### config.mk
export PLATFORM = sky130hd
export DESIGN_NAME = imem_loader
export DESIGN_NICKNAME = d
export VERILOG_FILES = /design/src/rtl/imem_loader.sv
export SDC_FILE = /design/constraint.sdc
export NUM_CORES = 1
export LEC_CHECK = 0
export CAP_MARGIN = 30
export CORE_MARGIN = 3
export CORE_UTILIZATION = 46
export DETAILED_ROUTE_END_ITERATION = 6
export PLACE_DENSITY = 0.82
export SETUP_SLACK_MARGIN = 0.02
export SLEW_MARGIN = 15
export SYNTH_ARGS = -nofsm -noshare
export SYNTH_HDL_FRONTEND = slang
export SYNTH_SLANG_ARGS = --single-unit
export TNS_END_PERCENT = 5
### constraint.sdc
create_clock -name clk -period 2.7 [get_ports clk]
set_clock_uncertainty 0.15 [all_clocks]
set_input_delay 0.54 -clock clk [delete_from_list [all_inputs] [get_ports clk]]
set_output_delay 0.54 -clock clk [all_outputs]
set_load 0.01 [all_outputs]
### src/rtl/imem_loader.sv
// ----------------------------------------------------------------------------
// imem_loader
//
// Fills the 64-word instruction memory from a byte stream before the core
// starts executing. Bytes arrive over a valid/ready handshake. They are packed
// MSB-first into 32-bit words, and each finished word is written with a
// one-cycle strobe. The core is held in reset until the load has finished
// cleanly.
//
// Ports:
//   clk        - clock, rising edge
//   reset      - asynchronous active-high reset
//   start      - one-cycle pulse; begins a load at word 0 (IDLE/DONE only)
//   in_valid   - source presents a byte
//   in_ready   - loader accepts a byte this cycle (LOAD state only)
//   in_byte    - data byte, most-significant byte of each word first
//   in_last    - marks the final byte of the stream
//   we         - memory write strobe, one cycle per word
//   a          - memory byte address {word_index, 2'b00}
//   wd         - memory write data
//   busy       - high while loading or writing
//   done       - high once the load has finished
//   core_hold  - processor reset; low only in DONE without a checksum error
//   word_count - words written since the last start
//   csum_err   - checksum mismatch flag
//
// Optional feature (macro IMEM_LOADER_CSUM_EN):
//   The word terminated by in_last is a checksum. It is compared against the
//   modulo-2^32 sum of all written words and is not itself written. Without
//   the macro, csum_err is tied low and the in_last word is written normally.
// ----------------------------------------------------------------------------
module imem_loader #(
    parameter int DEPTH = 64,
    parameter int AW    = 6
) (
    input  logic          clk,
    input  logic          reset,
    input  logic          start,
    input  logic          in_valid,
    output logic          in_ready,
    input  logic [7:0]    in_byte,
    input  logic          in_last,
    output logic          we,
    output logic [31:0]   a,
    output logic [31:0]   wd,
    output logic          busy,
    output logic          done,
    output logic          core_hold,
    output logic [AW:0]   word_count,
    output logic          csum_err
);

    typedef enum logic [1:0] {
        S_IDLE,
        S_LOAD,
        S_WRITE,
        S_DONE
    } state_t;

`ifdef IMEM_LOADER_CSUM_EN
    localparam logic CSUM_EN = 1'b1;
`else
    localparam logic CSUM_EN = 1'b0;
`endif

    state_t        state_q, state_d;
    logic [31:0]   word_q, word_d;
    logic [1:0]    cnt_q, cnt_d;
    logic          last_q, last_d;
    logic [AW:0]   wc_q, wc_d;
    logic          in_ready_q, in_ready_d;
    logic          we_q, we_d;
    logic [31:0]   a_q, a_d;
    logic [31:0]   wd_q, wd_d;
    logic          busy_q, busy_d;
    logic          done_q, done_d;
    logic          core_hold_q, core_hold_d;
    logic          csum_err_q, csum_err_d;

    // Next-state and next-output logic. All outputs are registered from the
    // next state, so nothing reaches done/core_hold/in_ready combinationally.
    always_comb begin
        state_d = state_q;
        word_d  = word_q;
        cnt_d   = cnt_q;
        last_d  = last_q;
        wc_d    = wc_q;
        we_d    = 1'b0;
        a_d     = 32'd0;
        wd_d    = 32'd0;

        case (state_q)
            S_IDLE, S_DONE: begin
                if (start) begin
                    state_d = S_LOAD;
                    word_d  = 32'd0;
                    cnt_d   = 2'd0;
                    last_d  = 1'b0;
                    wc_d    = '0;
                end
            end

            S_LOAD: begin
                if (in_valid && in_ready_q) begin
                    cnt_d  = cnt_q + 2'd1;
                    word_d = {word_q[23:0], in_byte};
                    if (in_last || (cnt_q == 2'd3)) begin
                        // Left-justify a short word: after k = cnt_q+1 bytes
                        // the missing 4-k low bytes become zero.
                        word_d  = word_d << {2'd3 - cnt_q, 3'b000};
                        last_d  = in_last;
                        state_d = S_WRITE;
                        // A checksum word passes through WRITE without a strobe.
                        if (!(CSUM_EN && in_last)) begin
                            we_d = 1'b1;
                            a_d  = {{(32-AW-2){1'b0}}, wc_q[AW-1:0], 2'b00};
                            wd_d = word_d;
                        end
                    end
                end
            end

            S_WRITE: begin
                if (we_q) begin
                    wc_d = wc_q + 1'b1;
                end
                cnt_d  = 2'd0;
                word_d = 32'd0;
                if (last_q || (wc_d == (AW+1)'(DEPTH))) begin
                    state_d = S_DONE;
                end else begin
                    state_d = S_LOAD;
                end
            end

            default: state_d = S_IDLE;
        endcase

        in_ready_d  = (state_d == S_LOAD);
        busy_d      = (state_d == S_LOAD) || (state_d == S_WRITE);
        done_d      = (state_d == S_DONE);
        core_hold_d = !((state_d == S_DONE) && !csum_err_d);
    end

`ifdef IMEM_LOADER_CSUM_EN
    logic [31:0] csum_q, csum_d;

    // Running sum of written words; compared when the checksum word sits in
    // WRITE (the only time WRITE is entered without a strobe).
    always_comb begin
        csum_d     = csum_q;
        csum_err_d = csum_err_q;
        if (((state_q == S_IDLE) || (state_q == S_DONE)) && start) begin
            csum_d     = 32'd0;
            csum_err_d = 1'b0;
        end else if (state_q == S_WRITE) begin
            if (we_q) begin
                csum_d = csum_q + wd_q;
            end else begin
                csum_err_d = (word_q != csum_q);
            end
        end
    end

    always_ff @(posedge clk or posedge reset) begin
        if (reset) begin
            csum_q     <= 32'd0;
            csum_err_q <= 1'b0;
        end else begin
            csum_q     <= csum_d;
            csum_err_q <= csum_err_d;
        end
    end
`else
    assign csum_err_d = 1'b0;
    assign csum_err_q = 1'b0;
`endif

    always_ff @(posedge clk or posedge reset) begin
        if (reset) begin
            state_q     <= S_IDLE;
            word_q      <= 32'd0;
            cnt_q       <= 2'd0;
            last_q      <= 1'b0;
            wc_q        <= '0;
            in_ready_q  <= 1'b0;
            we_q        <= 1'b0;
            a_q         <= 32'd0;
            wd_q        <= 32'd0;
            busy_q      <= 1'b0;
            done_q      <= 1'b0;
            core_hold_q <= 1'b1;
        end else begin
            state_q     <= state_d;
            word_q      <= word_d;
            cnt_q       <= cnt_d;
            last_q      <= last_d;
            wc_q        <= wc_d;
            in_ready_q  <= in_ready_d;
            we_q        <= we_d;
            a_q         <= a_d;
            wd_q        <= wd_d;
            busy_q      <= busy_d;
            done_q      <= done_d;
            core_hold_q <= core_hold_d;
        end
    end

    assign in_ready   = in_ready_q;
    assign we         = we_q;
    assign a          = a_q;
    assign wd         = wd_q;
    assign busy       = busy_q;
    assign done       = done_q;
    assign core_hold  = core_hold_q;
    assign word_count = wc_q;
    assign csum_err   = csum_err_q;

endmodule

# Word-level counts from Yosys, hierarchy flattened
# Cells that the tools add are included.
classes:
  add_sub_neg: 3
  n_reduce_logical: 12
  n_eq_ne: 11
  shifts: 1
  muxes: 29
op_table:
  columns: ["op", "count"]
  rows:
  - ["$mux W32", 3]
  - ["$mux W24", 3]
  - ["$pmux W24 S3", 1]
  - ["$shl A32 B5 Y32", 1]
  - ["$mux W8", 3]
  - ["$mux W7", 3]
  - ["$pmux W7 S2", 1]
  - ["$mux W2", 6]
  - ["$pmux W2 S3", 2]
  - ["$eq A2 B2 Y1 const B", 5]
  - ["$add A7 B1 Y7 const B", 1]
  - ["$eq A7 B7 Y1 const B", 1]
  - ["$mux W1", 6]
  - ["$ne A2 B2 Y1 const B", 3]
  - ["$eq A2 B1 Y1 const B", 2]
  - ["$reduce_and A2 Y1", 2]
  - ["$reduce_and A4 Y1", 1]
  - ["$reduce_bool A2 Y1", 2]
  - ["$logic_or A1 B1 Y1", 3]
  - ["$add A2 B1 Y2 const B", 1]
  - ["$logic_not A2 Y1", 1]
  - ["$pmux W1 S2", 1]
  - ["$reduce_or A2 Y1", 1]
  - ["$sub A2 B2 Y2 const A", 1]
  - ["2 further kinds", 2]
totals:
  reg_bits: 105
  wordCells: 68

# Longest topological paths before layout
depth:
  ltp_word: 9
  mapped_depth: 9

# Least setup slack after synthesis
# Ideal clock, no wire load.
synth_timing:
  path_kind: "register -> register"
  start: "register wc_q[0] (netlist: word_count[0])"
  end: "register busy_q (netlist: busy)"
  path_slack_ns: 0.572
  period_less_slack_ns: 2.128
  required_ns: 2.424
  path_stages_with_launch: 7
  t_arrival_ns: 1.852
  path_cell_list: "dfrtp_1 ha_1 nand4_1 nor4b_1 a311oi_2 o2bb2ai_1 ha_1"
synth_between:
  elab_chain_len: 9
  word_cells_on_any_way: 10
  cone_classes: "1 x add/sub; 3 x eq/ne; 4 x mux; 2 x reduce/logical"
synth_lines:
  columns: ["item", "line_no", "source"]
  rows:
  - ["from (decl)", "70", "logic [AW:0] wc_q, wc_d;"]
  - ["from (signal assigned)", "198", "wc_q <= wc_d;"]
  - ["$add A7 B1 Y7", "125", "wc_d = wc_q + 1'b1;"]
  - ["$mux W7 (*)", "124", "if (we_q) begin"]
  - ["$mux W7 (*)", "92", "case (state_q)"]
  - ["$eq A7 B7 Y1 (*)", "129", "if (last_q || (wc_d == (AW+1)'(DEPTH))) begin"]
  - ["$logic_or A1 B1 Y1 (*)", "129", null]
  - ["$mux W2 (*)", "129", null]
  - ["$pmux W2 S3 (*)", "92", null]
  - ["$eq A2 B1 Y1 or $eq A2 B2 Y1 (tied branches)", "140", "busy_d = (state_d == S_LOAD) || (state_d == S_WRITE);"]
  - ["$logic_or A1 B1 Y1 (*)", "140", null]
  - ["via busy_d", "75", "logic busy_q, busy_d;"]
  - ["to (signal assigned)", "203", "busy_q <= busy_d;"]
  - ["to (decl)", "75", null]
# Mark *: on every way through the listed nets, which the timed path passes. The rest lies on a longest branch. The select of a mux whose other input is x is not followed.
# A chain may end at the register's enable or synchronous reset.

# Final worst setup path
# Ends and elaborated chain as after synthesis.

==> impl_metrics.csv <==
group,metric,value,unit
status,status,"complete, no violations",
placement,place_congestion,0.937,
placement,dpl_cell_area,4720,um^2
logic_synthesis,synth-simple-area-share,0.139,
die,rows,33,
sta,hold_viol_final,0,
layout,drive_gt1_frac,0.0954,
worst_setup_path,rr_startpoint,"word_count[0]",
drt,routed_wl,9220,um
layout,multi_input_area,1790,um^2
sta,fin_crit,2500,ps
die,io_pins,90,
logic_synthesis,syn_inst,396,
drt,wl_per_cell,16.3,um
drt,drcViolationCount,0,
worst_setup_path,crit_family,"adder cells",
placement,hpwl,6420,um
worst_setup_path,cp.required,2790,ps
worst_setup_path,cp_max_fo,8,
logic_synthesis,yosysWarnings,0,
logic_synthesis,synth-compound-area-share,0.201,
grt,grt_pass1_vias,2963,
die,die_x,100,um
grt,antenna_found_initial,0,
clocking,cts_sinks,79,
drt,drt_iter0_drc,278,
clocking,cts_tree,"yes",
pwr,irDropWorstVdd,0.456,mV
logic_synthesis,ys_seq_area_frac,0.487,
logic_synthesis,synth_edf_count,0,
worst_setup_path,startpoint,"word_count[0]",
drt,ant_nets,0,
clocking,clockBufferDepth,2,
pwr,power.leakage,2.21,nW
layout,finish.net_count,476,
grt,grt_usage,0.191,
layout,fillers,689,
hold_path,worst_hold_startpoint,"word_q[17]",
logic_synthesis,synth_xor_area_frac,0.00647,
clocking,clk_pin_slew_worst_paths,80,ps
layout,diodes,0,
pwr,internal-power,0.00242,W
logic_synthesis,synth-adder-area-share,0.0216,
grt,grt_pass1_wl,15100,um
pwr,power.share.clock,0.252,
worst_setup_path,path_cells,"ha_1 > nand4_1 > nor4b_1 > a311oi_2 > o2bb2ai_1 > ha_1",
die,fp.dieH,100,um
layout,seqCellArea,1980,um^2
logic_synthesis,async_reset_ff_frac,1.00,
drt,routed_via_density,5.66,
sta,setup-tns-final,0,ps
sta,setup_violations,0,
clocking,clk_latency,350,ps
pwr,switching_share,0.371,
logic_synthesis,syn_avg_cell_area,10.3,um^2
sta,rsz0062_at_grt,"false",
die,coreArea,8380,um^2
logic_synthesis,synth_cell_types,53,
drt,dr_total_vias,3201,
grt,grt_max_degree,63,
drt,first_pass_iters,7,
sta,worstMarginPinSlew,767,ps
sta,max-slew-margin-rel,0.488,
clocking,h-tree-depth,3,
worst_setup_path,crit_path_end_kind,"flop",
clocking,cts_resized,0,
sta,drv_slew,0,
logic_synthesis,ys.flop_type,"dfrtp_1",
layout,syn_to_final_growth,21.6,%
pwr,seqPwrFrac,0.364,
worst_setup_path,max_stage_delay,530,ps
logic_synthesis,synthMuxAreaShare,0.0471,
worst_setup_path,cp_slowest_cell,"dfrtp_1",
clocking,cts_setup_buffers,0,
worst_setup_path,cp_common_cell,"ha_1",
hold_path,hold_class,"flop to flop",
logic_synthesis,ys_ff_latch,79,
worst_setup_path,critPathBufInv,0,
die,start_util,0.485,
worst_setup_path,cp-start-kind,"flop",
clocking,cts_hold_buffers,0,
pwr,pwr_density_cell,779,nW/um^2
clocking,cts_buffers,9,
pwr,switchingPower,0.00143,W
clocking,root_buffer,"clkbuf_8",
worst_setup_path,criticalPathCategory,"flop to flop",
worst_setup_path,critPathArrivalTime,2590,ps
die,die_area,10000,um^2
layout,fin_util,0.589,
pwr,comb_power_share,0.383,
sta,fin_crit_sh,0.928,
layout,stdcell_area,4940,um^2
placement,port_buffers,62,
job,max_cap_viol_count,0,
sta,timing.fmax,399,MHz
logic_synthesis,syn_area,4060,um^2
grt,overflow,0,
logic_synthesis,synth_top_family_by_area,"compound AO/OA/AOI/OAI gates",
==> registers in the layout, summed over array words and instances, names as in the netlist, 2 cells and up <==
register    count
wd             32
word_q         24
word_count      7
a               6
cnt_q           2
state_q         2
==> layout make-up <==
type / count / area share
Timing Repair Buffer: 78 / 0.158
Multi-Input combinational cell: 279 / 0.362
Clock inverter: 5 / 0.0165
Inverter: 9 / 0.00760
Tap cell: 105 / 0.0266
Clock buffer: 11 / 0.0286
Sequential cell: 79 / 0.401
==> path summary, 6_finish.rpt <==
kind,endpoint,slack (ps),depth (start not counted)
worst max-delay path,busy,200,6
worst min-delay path,word_q[17],340,2
worst max register to register,busy,200,6
worst min register to register,word_q[17],340,2
max in group asynchronous,word_q[19],1430,3
min in group asynchronous,state_q[0],450,2
==> power by group through the flow <==
stage          Combinational [W]  Clock, W  Sequential [W]
6_report                 0.00147  0.000971         0.00140
5_1_grt                  0.00161   0.00104         0.00142
2_1_floorplan            0.00103         0         0.00141
4_1_cts                  0.00147  0.000991         0.00140
3_3_place_gp             0.00142         0         0.00142
3_5_place_dp             0.00146         0         0.00142
==> worst min-delay path, cell delays in order (launching register included) <==
cell and delay, ps:
dfrtp_1 340, nand2_1 50, o21ai_1 60
==> cells in the mapped netlist, drive strengths merged (7+ instances only) <==
cell type	number	area share
a211oi	16	0.030
a21oi	15	0.018
a222oi	7	0.017
a22o	25	0.054
a22oi	8	0.015
and3	15	0.023
buf	45	0.079
clkbuf	10	0.0092
dfrtp	78	0.48
ha	7	0.022
inv	9	0.0083
mux2i	18	0.044
nand2	32	0.030
nor2	31	0.033
nor2b	11	0.019
o21ai	30	0.039
==> routing by layer <==
metal / vias up / global-route usage / routed length, um
li1: 1492 / - / -
met1: 1528 / 0.263 / 4020
met2: 163 / 0.291 / 4270
met3: 18 / 0.0417 / 739
met4: 0 / 0.0829 / 182
met5: - / 0 / 0
==> metrics by stage <==
stage                     instances  power (W)  hold slack (ps)  worst slack, ps
after global routing            566    0.00407              371             66.4
after floorplan                 422    0.00244              301              572
after CTS                       566    0.00386              343              232
final                           566    0.00385              337              195
after global placement          550    0.00284              312              296
after detailed placement        550    0.00289              321              205
==> cell usage in the layout (no fill, tap or decap), drive strengths merged, types with 3 or more instances in the layout <==
cell type,n
a21oi,15
nand4,3
ha,7
clkdlybuf4s50,62
mux2i,18
xor2,3
clkbuf,11
nor2b,11
dfrtp,78
buf,16
inv,8
nor2,31
a222oi,7
nor3,4
a22oi,8
nand2,32
o21ai,30
a211oi,16
and3,15
a22o,25
conb,27
nand3,3
==> cell families after synthesis <==
family	after synthesis
adder cells (fa/ha/maj)	7
AND/OR/NAND/NOR	109
multiplexers	19
other	1
XOR/XNOR	3
buffers and inverters	64
AO/OA/AOI/OAI	114
flip-flops	79
Note: power is estimated with default switching activity, not from simulation.
